--- config.mk ---
export PLATFORM = sky130hd
export DESIGN_NAME = mem_stage
export DESIGN_NICKNAME = d
export VERILOG_FILES = /design/src/rtl/mem_stage.sv
export SDC_FILE = /design/constraint.sdc
export NUM_CORES = 1
export LEC_CHECK = 0
export BUFFER_PORTS_ARGS = -buffer_cell sky130_fd_sc_hd__buf_4
export CAP_MARGIN = 25
export CORE_AREA = 2 2 149 151
export DETAILED_ROUTE_END_ITERATION = 8
export DIE_AREA = 0 0 151 153
export HOLD_SLACK_MARGIN = 0.1
export PLACE_DENSITY = 0.73
export SLEW_MARGIN = 20
export SYNTH_ARGS = -nofsm -noshare
export SYNTH_HDL_FRONTEND = slang
export SYNTH_SLANG_ARGS = --single-unit
--- constraint.sdc ---
create_clock -name clk_i -period 2 [get_ports clk_i]
set_input_delay 0.2 -clock clk_i [delete_from_list [all_inputs] [get_ports clk_i]]
set_output_delay 0.2 -clock clk_i [all_outputs]
set_load 0.01 [all_outputs]
--- src/rtl/mem_stage.sv ---
// Memory-access pipeline stage: drives the valid/ready data-memory port for loads and stores,
// aligns store lanes, extends load data, stalls upstream while busy and owns the MEM/WB register.
module mem_stage #(
   parameter int ADDR_W = 32,
   parameter int DATA_W = 32
) (
   input  logic              clk_i,
   input  logic              rst_i,
   input  logic              valid_i,
   input  logic              RegWrite_i,
   input  logic [1:0]        WriteSrc_i,
   input  logic              MemWrite_i,
   input  logic [2:0]        funct3_i,
   input  logic [31:0]       ALUout_i,
   input  logic [DATA_W-1:0] regOp2_i,
   input  logic [31:0]       ImmOp_i,
   input  logic [31:0]       pcPlus4_i,
   input  logic [4:0]        rd_i,
   output logic              stall_o,
   output logic              dmem_req_o,
   output logic              dmem_we_o,
   output logic [31:0]       dmem_addr_o,
   output logic [DATA_W-1:0] dmem_wdata_o,
   output logic [3:0]        dmem_be_o,
   input  logic              dmem_ready_i,
   input  logic              dmem_rvalid_i,
   input  logic [DATA_W-1:0] dmem_rdata_i,
   output logic              valid_o,
   output logic              RegWrite_o,
   output logic [1:0]        WriteSrc_o,
   output logic [31:0]       ALUout_o,
   output logic [31:0]       ImmOp_o,
   output logic [31:0]       pcPlus4_o,
   output logic [4:0]        rd_o,
   output logic [DATA_W-1:0] ReadData_o,
   output logic              misalign_o
);

   localparam logic [31:0] ADDR_MASK = (ADDR_W >= 32) ? 32'hFFFF_FFFC :
                                       (32'((64'd1 << ADDR_W) - 64'd1) & 32'hFFFF_FFFC);

   typedef enum logic [1:0] {
      IDLE = 2'd0,
      REQ  = 2'd1,
      WAIT = 2'd2
   } state_t;

   state_t state_r;

   logic is_store_s;
   logic is_load_s;
   logic mem_op_s;
   logic half_s;
   logic word_s;
   logic misaligned_s;
   logic go_s;
   logic done_s;
   logic stall_s;

   // Pick the addressed byte/half out of the returned word and extend it by funct3.
   function automatic logic [DATA_W-1:0] load_extend(input logic [2:0]        f3,
                                                     input logic [1:0]        lane,
                                                     input logic [DATA_W-1:0] word);
      logic [7:0]  b;
      logic [15:0] h;
      b = 8'(word >> {lane, 3'b000});
      h = lane[1] ? word[31:16] : word[15:0];
      case (f3)
         3'b000:  load_extend = {{24{b[7]}}, b};
         3'b001:  load_extend = {{16{h[15]}}, h};
         3'b100:  load_extend = {24'h00_0000, b};
         3'b101:  load_extend = {16'h0000, h};
         default: load_extend = word;
      endcase
   endfunction

   function automatic logic [3:0] store_be(input logic [2:0] f3, input logic [1:0] lane);
      case (f3)
         3'b000:  store_be = 4'b0001 << lane;
         3'b001:  store_be = 4'b0011 << {lane[1], 1'b0};
         default: store_be = 4'b1111;
      endcase
   endfunction

   function automatic logic [DATA_W-1:0] store_data(input logic [2:0] f3, input logic [DATA_W-1:0] d);
      case (f3)
         3'b000:  store_data = {4{d[7:0]}};
         3'b001:  store_data = {2{d[15:0]}};
         default: store_data = d;
      endcase
   endfunction

   // Decode the access; stores size on funct3 exactly, loads ignore the unsigned bit.
   always_comb begin
      is_store_s = MemWrite_i;
      is_load_s  = ~MemWrite_i & (WriteSrc_i == 2'b01);
      mem_op_s   = valid_i & (MemWrite_i | (WriteSrc_i == 2'b01));
      if (is_store_s) begin
         half_s = (funct3_i == 3'b001);
         word_s = (funct3_i != 3'b000) & (funct3_i != 3'b001);
      end else begin
         half_s = (funct3_i[1:0] == 2'b01);
         word_s = funct3_i[1];
      end
      misaligned_s = mem_op_s & ((half_s & ALUout_i[0]) | (word_s & (ALUout_i[1:0] != 2'b00)));
      go_s         = mem_op_s & ~misaligned_s;
   end

   // Completion this cycle: a store on acceptance, a load when its data returns.
   always_comb begin
      case (state_r)
         IDLE:    done_s = is_store_s & dmem_ready_i;
         REQ:     done_s = is_store_s & dmem_ready_i;
         WAIT:    done_s = dmem_rvalid_i;
         default: done_s = 1'b0;
      endcase
      stall_s = go_s & ~done_s & ~rst_i;
   end

   // Request side is combinational; upstream holds its fields steady while stalled.
   always_comb begin
      stall_o      = stall_s;
      dmem_req_o   = ~rst_i & (((state_r == IDLE) & go_s) | (state_r == REQ));
      dmem_we_o    = is_store_s;
      dmem_addr_o  = ALUout_i & ADDR_MASK;
      dmem_wdata_o = store_data(funct3_i, regOp2_i);
      if (is_store_s) begin
         dmem_be_o = store_be(funct3_i, ALUout_i[1:0]);
      end else begin
         dmem_be_o = 4'b1111;
      end
   end

   // Access FSM and MEM/WB register; a stalled cycle writes a bubble.
   always_ff @(posedge clk_i) begin
      if (rst_i) begin
         state_r    <= IDLE;
         valid_o    <= 1'b0;
         RegWrite_o <= 1'b0;
         WriteSrc_o <= 2'b00;
         ALUout_o   <= 32'h0000_0000;
         ImmOp_o    <= 32'h0000_0000;
         pcPlus4_o  <= 32'h0000_0000;
         rd_o       <= 5'd0;
         ReadData_o <= '0;
         misalign_o <= 1'b0;
      end else begin
         case (state_r)
            IDLE: begin
               if (go_s && !dmem_ready_i) begin
                  state_r <= REQ;
               end else if (go_s && is_load_s) begin
                  state_r <= WAIT;
               end else begin
                  state_r <= IDLE;
               end
            end
            REQ: begin
               if (dmem_ready_i) begin
                  state_r <= is_load_s ? WAIT : IDLE;
               end else begin
                  state_r <= REQ;
               end
            end
            WAIT:    state_r <= dmem_rvalid_i ? IDLE : WAIT;
            default: state_r <= IDLE;
         endcase

         if (!stall_s) begin
            valid_o    <= valid_i;
            RegWrite_o <= valid_i & RegWrite_i & ~misaligned_s;
            WriteSrc_o <= WriteSrc_i;
            ALUout_o   <= ALUout_i;
            ImmOp_o    <= ImmOp_i;
            pcPlus4_o  <= pcPlus4_i;
            rd_o       <= rd_i;
            misalign_o <= misaligned_s;
            if (go_s && is_load_s) begin
               ReadData_o <= load_extend(funct3_i, ALUout_i[1:0], dmem_rdata_i);
            end else begin
               ReadData_o <= '0;
            end
         end else begin
            valid_o    <= 1'b0;
            RegWrite_o <= 1'b0;
            misalign_o <= 1'b0;
         end
      end
   end

endmodule

==> summary.txt, run 1 <==
Outcome
  • Status: complete, no violations

STA
  • Setup TNS Final: 0 ns
  • Worst-margin pin slew: 0.602 ns
  • Fin Hold WS: 0.113 ns
  • Final hold vios: 0
  • Slew HR: 0.598
  • Fin crit period: 1.93 ns
  • Max Slew Vio Count: 0
  • Setup violators final: 0
  • Final period utilization: 0.967
  • Fmax: 0.517 GHz
  • Max Clock Skew: 0.0122 ns
  • RSZ-0062 raised after global routing: yes

Critical path
  • Worst EP arrival: 1.73 ns
  • Buffers plus inverters on the worst setup path: 3
  • CP dominant cell by count: buf_4
  • Worst path max stage delay: 0.54 ns
  • CP endpoint kind: output port
  • Crit path max-delay family: buffers and inverters
  • Critical-path top delay cell: dlygate4sd3_1
  • Maximum fanout along the worst path: 8
  • Critical Path RT: 1.80 ns
  • CP Launch Type: input pin
  • Critical-path cell list: dlygate4sd3_1 -> buf_4 -> a22o_4 -> o21ba_2 -> nor3_1 -> buf_4
  • Setup CP Type: in2out

Logic synthesis
  • Synth warn: 0
  • Post-Syn Instances: 764
  • Most used DFF post-synth: dfxtp_1
  • Synth cell types: 48
  • Mapped Area: 7260 um^2
  • Synthesized flop and latch total: 140
  • Ys async rst share: 0
  • Sequential-to-total area share from yosys stat: 0.386
  • Mean Syn Cell Area: 9.50 um^2
  • Post-synth EDFFs: 0

CTS
  • Register clock-pin slew on the reported worst setup and hold paths: 0.07 ns
  • CTS tree: built
  • Clock latency at the later pin of the worst-skew pair: 0.42 ns
  • H-tree depth: 4
  • Root Driver: clkbuf_16
  • CTS Buf Count: 17
  • Total clock sinks: 140
  • Max clock buf depth: 2

Cells and area
  • Synth-to-Final Area Change: 64.1%
  • Most common cell after layout, fill and taps aside: buf_4
  • Final net count: 1381
  • Layout cells sized above 1: 0.380
  • Layout fillers: 1828
  • Multi-input logic area: 3820 um^2
  • Reg area: 2800 um^2
  • Most frequent cells in the layout: buf_4, nand2b_1, dfxtp_1

Floorplan
  • Effective utilization at floorplan: 0.338
  • Die extent in x: 151 um
  • Die area: 23100 um^2
  • # IOs: 386
  • Rows: 54
  • Die Y: 153 um
  • Core Area: 21500 um^2

Global route
  • First-pass GRT wire length: 38200 um
  • Pin count of the biggest net entering global routing: 203
  • Grt total ovfl: 0
  • Vias in the first global route: 7287
  • GRT Total Usage: 0.212
  • Initial antenna violation count: 1

Power and ir drop
  • Static leakage: 5.18 nW
  • Power Dens Cells: 664 nW/um^2
  • VDD IR max: 0.404 mV

Routing
  • Routed WL: 25700 um
  • DR vias/cell: 4.80
  • Via Count: 7187
  • First-pass DRT Iterations: 5
  • Mean routed wirelength per cell: 17.1 um
  • # DRC: 0
  • Number of DRC markers in iteration 0: 345
  • ANT nets after route: 0

Placed design
  • Final Wtd Congestion: 0.974
  • Post-DP HPWL: 18300 um
  • Port Buffers: 383

Job
  • Max Cap Viol: 0

Min path
  • Hold/Removal Path Class: in2reg
## cell type report
class                      count  area share
sequential                   140       0.235
inverter                       1    0.000315
clock buffer                  17      0.0357
timing repair buffer         521       0.364
clock inverter                15      0.0142
multi-input combinational    523       0.321
tap                          280      0.0294
antenna                        1    0.000210
## timing repair
action	CTS	global route
hold endpoints to repair	114	0
gates resized for setup	1	0
endpoints found under the setup margin	1	1
hold buffers	114	0
setup buffers	0	0
## worst reg2reg max path: stages, from the launching register on
cell       delay, ns
dfxtp_1         0.43
nand3b_1        0.18
o2111ai_2       0.24
nor2_4          0.27
buf_12          0.21
buf_12          0.19
mux2i_1         0.21
## stage by stage
stage	area [um^2]	util	setup WS, ns	cells	power, mW
6_report	11900	0.554	0.0657	1498	7.90
5_1_grt	11900	0.554	-0.00171	1498	8.24
4_1_cts	11900	0.554	0.0685	1497	7.99
3_5_place_dp	10200	0.473	0.0654	1351	4.57
3_3_place_gp	10200	0.473	0.198	1351	4.55
2_1_floorplan	7260	-	0.374	765	3.80
## cells by family after synthesis
logic type / count (synthesis) / synth area share
compound gates: 98 / 0.102
flops: 140 / 0.386
simple gates: 294 / 0.240
buf+inv: 102 / 0.0889
mux: 129 / 0.183
other cells: 1 / 0.000517
## cell usage after synthesis (7+ instances only)
master,n,area (um^2)
a22o_1,23,201
mux2i_1,111,1110
mux2_2,17,191
or4_1,8,60.1
clkbuf_1,39,146
buf_4,47,353
a221oi_1,7,61.3
o21ai_0,24,120
nand2b_1,210,1310
nand2_1,51,191
dfxtp_1,140,2800
o2bb2ai_1,13,114
o221ai_1,7,61.3
## layer usage
metal	GRT usage	wire length (um)	vias to the layer above	share of wire
met4	0.107	1260	0	0.049
met2	0.388	13100	346	0.51
met3	0.0600	2070	65	0.081
li1	-	-	3462	-
met1	0.217	9270	3314	0.36
met5	0	0	-	0
## worst paths after layout
kind / start / end / slack (ns) / depth (start not counted)
min reg2reg: ReadData_o[14] / ReadData_o[14] / 0.47 / 1
max: ALUout_i[0] / dmem_req_o / 0.07 / 6
min: dmem_rdata_i[10] / ReadData_o[10] / 0.11 / 3
max reg2reg: state_r[1] / ImmOp_o[16] / 0.20 / 6
## sequential cells by signal, indices dropped and copies added (netlist names)
| register | cells |
|---|---|
| ImmOp_o | 32 |
| pcPlus4_o | 32 |
| ReadData_o | 32 |
| misalign_o | 1 |
| RegWrite_o | 1 |
| ALUout_o | 32 |
| state_r | 2 |
| rd_o | 5 |
| WriteSrc_o | 2 |
| valid_o | 1 |
## where the power goes
group	internal, mW	switching (mW)
logic	0.963	0.734
registers	2.93	0.0750
clock network	1.78	1.41
No activity file was read; power rests on OpenSTA's default activity.
==> inputs of run 2 (changes only) <==
--- a/config.mk
+++ b/config.mk
@@ -5,13 +5,14 @@
 export SDC_FILE = /design/constraint.sdc
 export NUM_CORES = 1
 export LEC_CHECK = 0
+export ABC_AREA = 1
 export BUFFER_PORTS_ARGS = -buffer_cell sky130_fd_sc_hd__buf_4
 export CAP_MARGIN = 25
-export CORE_AREA = 2 2 149 151
+export CORE_AREA = 2 2 151 153
 export DETAILED_ROUTE_END_ITERATION = 8
-export DIE_AREA = 0 0 151 153
+export DIE_AREA = 0 0 153 155
 export HOLD_SLACK_MARGIN = 0.1
-export PLACE_DENSITY = 0.73
+export PLACE_DENSITY = 0.66
 export SLEW_MARGIN = 20
 export SYNTH_ARGS = -nofsm -noshare
 export SYNTH_HDL_FRONTEND = slang
==> summary.txt, run 2 <==
Floorplan
  • # IOs: 386
  • Die extent in x: 153 um
  • Effective utilization at floorplan: 0.278
  • Die area: 23700 um^2
  • Core Area: 22200 um^2
  • Die Y: 155 um
  • Rows: 55

Critical path
  • Worst EP arrival: 1.69 ns
  • Crit path max-delay family: buffers and inverters
  • Maximum fanout along the worst path: 20
  • Setup CP Type: in2out
  • CP endpoint kind: output port
  • Worst path max stage delay: 0.54 ns
  • CP dominant cell by count: buf_4
  • CP Launch Type: input pin
  • R2r setup slk: 0.37 ns
  • Buffers plus inverters on the worst setup path: 5
  • Critical-path cell list: dlygate4sd3_1 -> buf_4 -> inv_1 -> nand3_4 -> inv_6 -> buf_4
  • Critical Path RT: 1.80 ns
  • Critical-path top delay cell: dlygate4sd3_1

Min path
  • Hold/Removal Path Class: in2reg

CTS
  • H-tree depth: 4
  • Clock latency at the later pin of the worst-skew pair: 0.42 ns
  • CTS tree: built
  • Register clock-pin slew on the reported worst setup and hold paths: 0.07 ns
  • Root Driver: clkbuf_16
  • Total clock sinks: 140
  • Max clock buf depth: 2
  • CTS Buf Count: 17
  • # Post-CTS Setup Buffers: 0

Placed design
  • Post-DP HPWL: 17600 um
  • Placed cells: 1504
  • Final Wtd Congestion: 0.913
  • Post-place instance area: 9000 um^2
  • Port Buffers: 383
  • Setup WS pre-CTS: 0.175 ns

Logic synthesis
  • Post-Syn Instances: 896
  • Most used DFF post-synth: dfxtp_1
  • Leading area contributor after synthesis: dfxtp_1
  • Mean Syn Cell Area: 6.89 um^2
  • Post-synth EDFFs: 0
  • Synth cell types: 29
  • Synthesized flop and latch total: 140
  • Mapped Area: 6180 um^2
  • Most common cell in the netlist: nand2_1
  • Synth warn: 0
  • Sequential-to-total area share from yosys stat: 0.454
  • Ys async rst share: 0
  • Synth top area cells: dfxtp_1, nand2_1, buf_4
  • Synth top area share: 0.454
  • Synth top cells by count: nand2_1, dfxtp_1, inv_1, o21ai_0, nor2_1

Power and ir drop
  • Cell internal pwr: 5.52 mW
  • Total net switching power: 2.18 mW
  • Comb pwr share: 0.191
  • Static leakage: 5.68 nW
  • Register share of total power: 0.393
  • Power Dens Cells: 722 nW/um^2
  • Sw Share: 0.283
  • Power, Total: 7.70 mW
  • Clock power share: 0.415
  • VDD IR max: 0.463 mV

STA
  • Fin Hold WS: 0.140 ns
  • Fmax: 0.528 GHz
  • Max Clock Skew: 0.0109 ns
  • RSZ-0062 raised after global routing: no
  • Worst-margin pin slew: 0.692 ns
  • Max Slew Vio Count: 0
  • Setup TNS Final: 0 ns
  • Slew HR: 0.538
  • Fin crit period: 1.89 ns
  • Final hold vios: 0
  • Setup WS post-layout: 0.105 ns
  • Final period utilization: 0.947
  • Setup violators final: 0

Routing
  • Number of DRC markers in iteration 0: 435
  • Via Count: 7214
  • ANT nets after route: 0
  • DR vias/cell: 4.40
  • Mean routed wirelength per cell: 14.7 um
  • Routed WL: 24100 um
  • First-pass DRT Iterations: 5
  • # DRC: 0

Job
  • Max Cap Viol: 0

Cells and area
  • Layout cells sized above 1: 0.333
  • Design area: 10700 um^2
  • N_diodes: 0
  • Final Core Density: 0.479
  • Most common cell after layout, fill and taps aside: nand2_1
  • Synth-to-Final Area Change: 72.5%
  • Final net count: 1520
  • Layout fillers: 2122
  • Cell Count, Final, Fillers Out: 1641
  • Most frequent cells in the layout: nand2_1, buf_4, dfxtp_1

Global route
  • First-pass GRT wire length: 37100 um
  • Vias in the first global route: 7049
  • Initial antenna violation count: 0
  • Grt total ovfl: 0
  • Pin count of the biggest net entering global routing: 47
  • GRT Total Usage: 0.197

Outcome
  • Status: complete, no violations
-- run 2: cell count changes in the layout (fill, tap and decap cells not counted), sizes merged, moves of 8 or more --
| cell | before | now |
|---|---|---|
| o21ai | 28 | 50 |
| mux2i | 111 | 0 |
| or4 | 8 | 0 |
| nand2b | 210 | 0 |
| a21oi | 4 | 23 |
| nand2 | 51 | 451 |
| dlygate4sd3 | 114 | 105 |
| a22o | 24 | 0 |
| nand3 | 1 | 14 |
| mux2 | 17 | 0 |
| nor2 | 5 | 52 |
| o2bb2ai | 13 | 0 |
| inv | 10 | 66 |
-- run 2: cell type report --
cell class	instances	area (um^2)	area share
Clock inverter	15	173	0.0162
Tap cell	285	357	0.0335
Inverter	59	230	0.0216
Timing Repair Buffer	509	4130	0.388
Sequential cell	140	2800	0.263
Multi-Input combinational cell	616	2530	0.238
Clock buffer	17	425	0.0399
-- run 2: worst reg2reg max path, stage by stage (launching register included) --
cell and delay (ns):
dfxtp_1 0.32, inv_1 0.09, nand3_1 0.07, nand2_1 0.07, inv_1 0.09, nand2_4 0.11
nand2_4 0.10, inv_4 0.31, buf_4 0.27, nand2_1 0.08, nand2_1 0.07
-- run 2: path summary, 6_finish.rpt --
path / endpoint / cells past startpoint / start
setup / recovery: stall_o / 6 / rst_i
hold / removal: WriteSrc_o[0] / 3 / WriteSrc_i[0]
setup reg to reg: pcPlus4_o[31] / 10 / state_r[1]
hold reg to reg: pcPlus4_o[1] / 2 / pcPlus4_o[1]
-- run 2: cell families (layout without fill, tap and decap cells) --
family                 Yosys count  in the layout  share of synthesized area
other                            1              2                   0.000607
flip-flops                     140            140                      0.454
AO/OA/AOI/OAI                   90             90                     0.0782
buffers and inverters          141            600                      0.137
AND/OR/NAND/NOR                524            524                      0.331
-- run 2: power by group through the flow --
stage	logic (mW)	registers [mW]	clock network (mW)
6_report	1.47	3.03	3.20
5_1_grt	1.60	3.04	3.43
4_1_cts	1.47	3.03	3.30
3_5_place_dp	1.30	3.09	0
3_3_place_gp	1.29	3.08	0
2_1_floorplan	0.501	3.15	0
-- run 2: what timing repair did --
action | CTS | global route
gates resized for setup | 0 | 1
hold buffers | 105 | 0
endpoints found under the hold margin | 105 | 0
endpoints found under the setup margin | 0 | 1
-- run 2: routing by layer --
layer | vias up | wire length (um) | GRT usage | part of all wire
met3 | 43 | 2060 | 0.0526 | 0.085
met1 | 3197 | 9210 | 0.219 | 0.38
met2 | 370 | 12000 | 0.357 | 0.50
met5 | - | 0 | 0 | 0
met4 | 0 | 813 | 0.0829 | 0.034
li1 | 3604 | - | - | -
==> inputs of run 3 (changes only) <==
==> constraint.sdc (replaced) <==
create_clock -name clk_i -period 2.1 [get_ports clk_i]
set_input_delay 0.21 -clock clk_i [delete_from_list [all_inputs] [get_ports clk_i]]
set_output_delay 0.21 -clock clk_i [all_outputs]
set_load 0.01 [all_outputs]
==> summary.txt, run 3 (synthesis gave the netlist of run 2 again) <==
Routing
  • # DRC: 0
  • Routed WL: 24200 um
  • Via Count: 7172
  • Mean routed wirelength per cell: 14.8 um
  • ANT nets after route: 0
  • First-pass DRT Iterations: 5
  • Number of DRC markers in iteration 0: 414
  • DR vias/cell: 4.38

Placed design
  • Post-place instance area: 8980 um^2
  • Port Buffers: 383
  • Final Wtd Congestion: 0.886
  • Post-DP HPWL: 17500 um

Outcome
  • Status: complete, no violations

Cells and area
  • Synth-to-Final Area Change: 72.2%
  • Reg area: 2800 um^2
  • Most common cell after layout, fill and taps aside: nand2_1
  • Final net count: 1516
  • Multi-input logic area: 2530 um^2
  • Most frequent cells in the layout: nand2_1, buf_4, dfxtp_1
  • N_diodes: 0
  • Design area: 10600 um^2
  • Layout fillers: 2134
  • Layout cells sized above 1: 0.330

Critical path
  • Worst Setup SP: valid_i
  • Setup CP Type: in2out
  • CP Launch Type: input pin
  • R2r setup slk: 0.52 ns
  • FF-to-FF End: ReadData_o[15]
  • Critical-path top delay cell: dlygate4sd3_1
  • FF-to-FF path depth: 10
  • CP endpoint kind: output port
  • Critical Path RT: 1.89 ns
  • Maximum fanout along the worst path: 15
  • Reg2reg start: state_r[1]
  • Worst EP arrival: 1.76 ns
  • Setup crit end: stall_o
  • Worst path max stage delay: 0.56 ns
  • Critical-path cell list: dlygate4sd3_1 -> buf_4 -> inv_1 -> nor2_1 -> nand2_2 -> inv_2 -> nand3_4 -> inv_6 -> buf_4
  • CP dominant cell by count: buf_4

CTS
  • CTS tree: built
  • Max clock buf depth: 2
  • Register clock-pin slew on the reported worst setup and hold paths: 0.06 ns
  • Root Driver: clkbuf_16
  • Clock latency at the later pin of the worst-skew pair: 0.42 ns
  • CTS Buf Count: 17
  • Total clock sinks: 140
  • H-tree depth: 4

STA
  • Slew HR: 0.579
  • Final hold vios: 0
  • Setup violators final: 0
  • Fmax: 0.507 GHz
  • Fin crit period: 1.97 ns
  • Max Slew Vio Count: 0
  • Final period utilization: 0.939
  • Worst-margin pin slew: 0.632 ns
  • Fin Hold WS: 0.160 ns
  • RSZ-0062 raised after global routing: no
  • Max Clock Skew: 0.00884 ns
  • Setup TNS Final: 0 ns

Global route
  • First-pass GRT wire length: 37600 um
  • GRT Total Usage: 0.198
  • Initial antenna violation count: 0
  • Vias in the first global route: 7154
  • Pin count of the biggest net entering global routing: 54
  • Grt total ovfl: 0

Job
  • Max Cap Viol: 0

Floorplan
  • Die Y: 155 um
  • Effective utilization at floorplan: 0.278
  • Core Area: 22200 um^2
  • Die area: 23700 um^2
  • Die extent in x: 153 um
  • Rows: 55
  • # IOs: 386

Min path
  • Hold/Removal Path Class: in2reg

Power and ir drop
  • Static leakage: 5.66 nW
  • Power Dens Cells: 687 nW/um^2
  • VDD IR max: 0.411 mV
[run 3: changes by cell type in the layout (fill, tap and decap cells not counted), sizes merged]
cell / change
bufinv: -1
clkinv: -1
dlygate4sd3: +1
buf: -5
inv: +2
[run 3: through the flow]
stage / total power, mW / cells / util / worst slack, ns
2_1_floorplan: 3.48 / 897 / - / 0.747
3_3_place_gp: 4.16 / 1499 / 0.404 / 0.313
3_5_place_dp: 4.17 / 1499 / 0.404 / 0.319
4_1_cts: 7.39 / 1637 / 0.478 / 0.0869
5_1_grt: 7.66 / 1637 / 0.479 / 0.0308
6_report: 7.30 / 1637 / 0.479 / 0.129
[run 3: cell type report]
class | instances | area share
clock inverters | 15 | 0.0158
well taps | 285 | 0.0335
flip-flops and latches | 140 | 0.263
repair buffers | 505 | 0.387
multi-input cells | 616 | 0.238
inverters | 59 | 0.0216
clock buffers | 17 | 0.0400
[run 3: metal layers]
metal | wire [um] | up-vias | share of wire | track usage
met5 | 0 | - | 0 | 0
met4 | 452 | 0 | 0.019 | 0.0666
met3 | 1750 | 33 | 0.072 | 0.0532
met2 | 12400 | 310 | 0.51 | 0.359
met1 | 9600 | 3235 | 0.40 | 0.226
li1 | - | 3594 | - | -
[run 3: repair_timing]
item	4_1_cts	5_1_grt
gates resized for setup	0	1
endpoints found under the hold margin	106	0
buffers inserted	0	0
hold buffers	106	0
setup endpoints to repair	0	1
[run 3: power by group]
group / switching, mW / total, mW / internal [mW]
sequential: 0.0769 / 2.88 / 2.80
combinational: 0.650 / 1.40 / 0.747
clock: 1.42 / 3.03 / 1.61
[run 3: worst min path at each step]
| stage | startpoint | endpoint | slack [ns] | depth (start not counted) |
|---|---|---|---|---|
| floorplan | rst_i | misalign_o | 0.28 | 1 |
| global placement | ImmOp_i[27] | ImmOp_o[27] | 0.40 | 3 |
| detailed placement | dmem_ready_i | state_r[0] | 0.40 | 2 |
| CTS | dmem_rdata_i[12] | ReadData_o[12] | 0.14 | 5 |
| global route | dmem_rdata_i[30] | ReadData_o[30] | 0.18 | 5 |
| finish | dmem_rdata_i[12] | ReadData_o[12] | 0.16 | 5 |
[run 3: critical path: cells and delay by family]
family | cells | cell delay [ns]
buffers and inverters | 6 | 1.16
and+or+nand+nor | 3 | 0.37
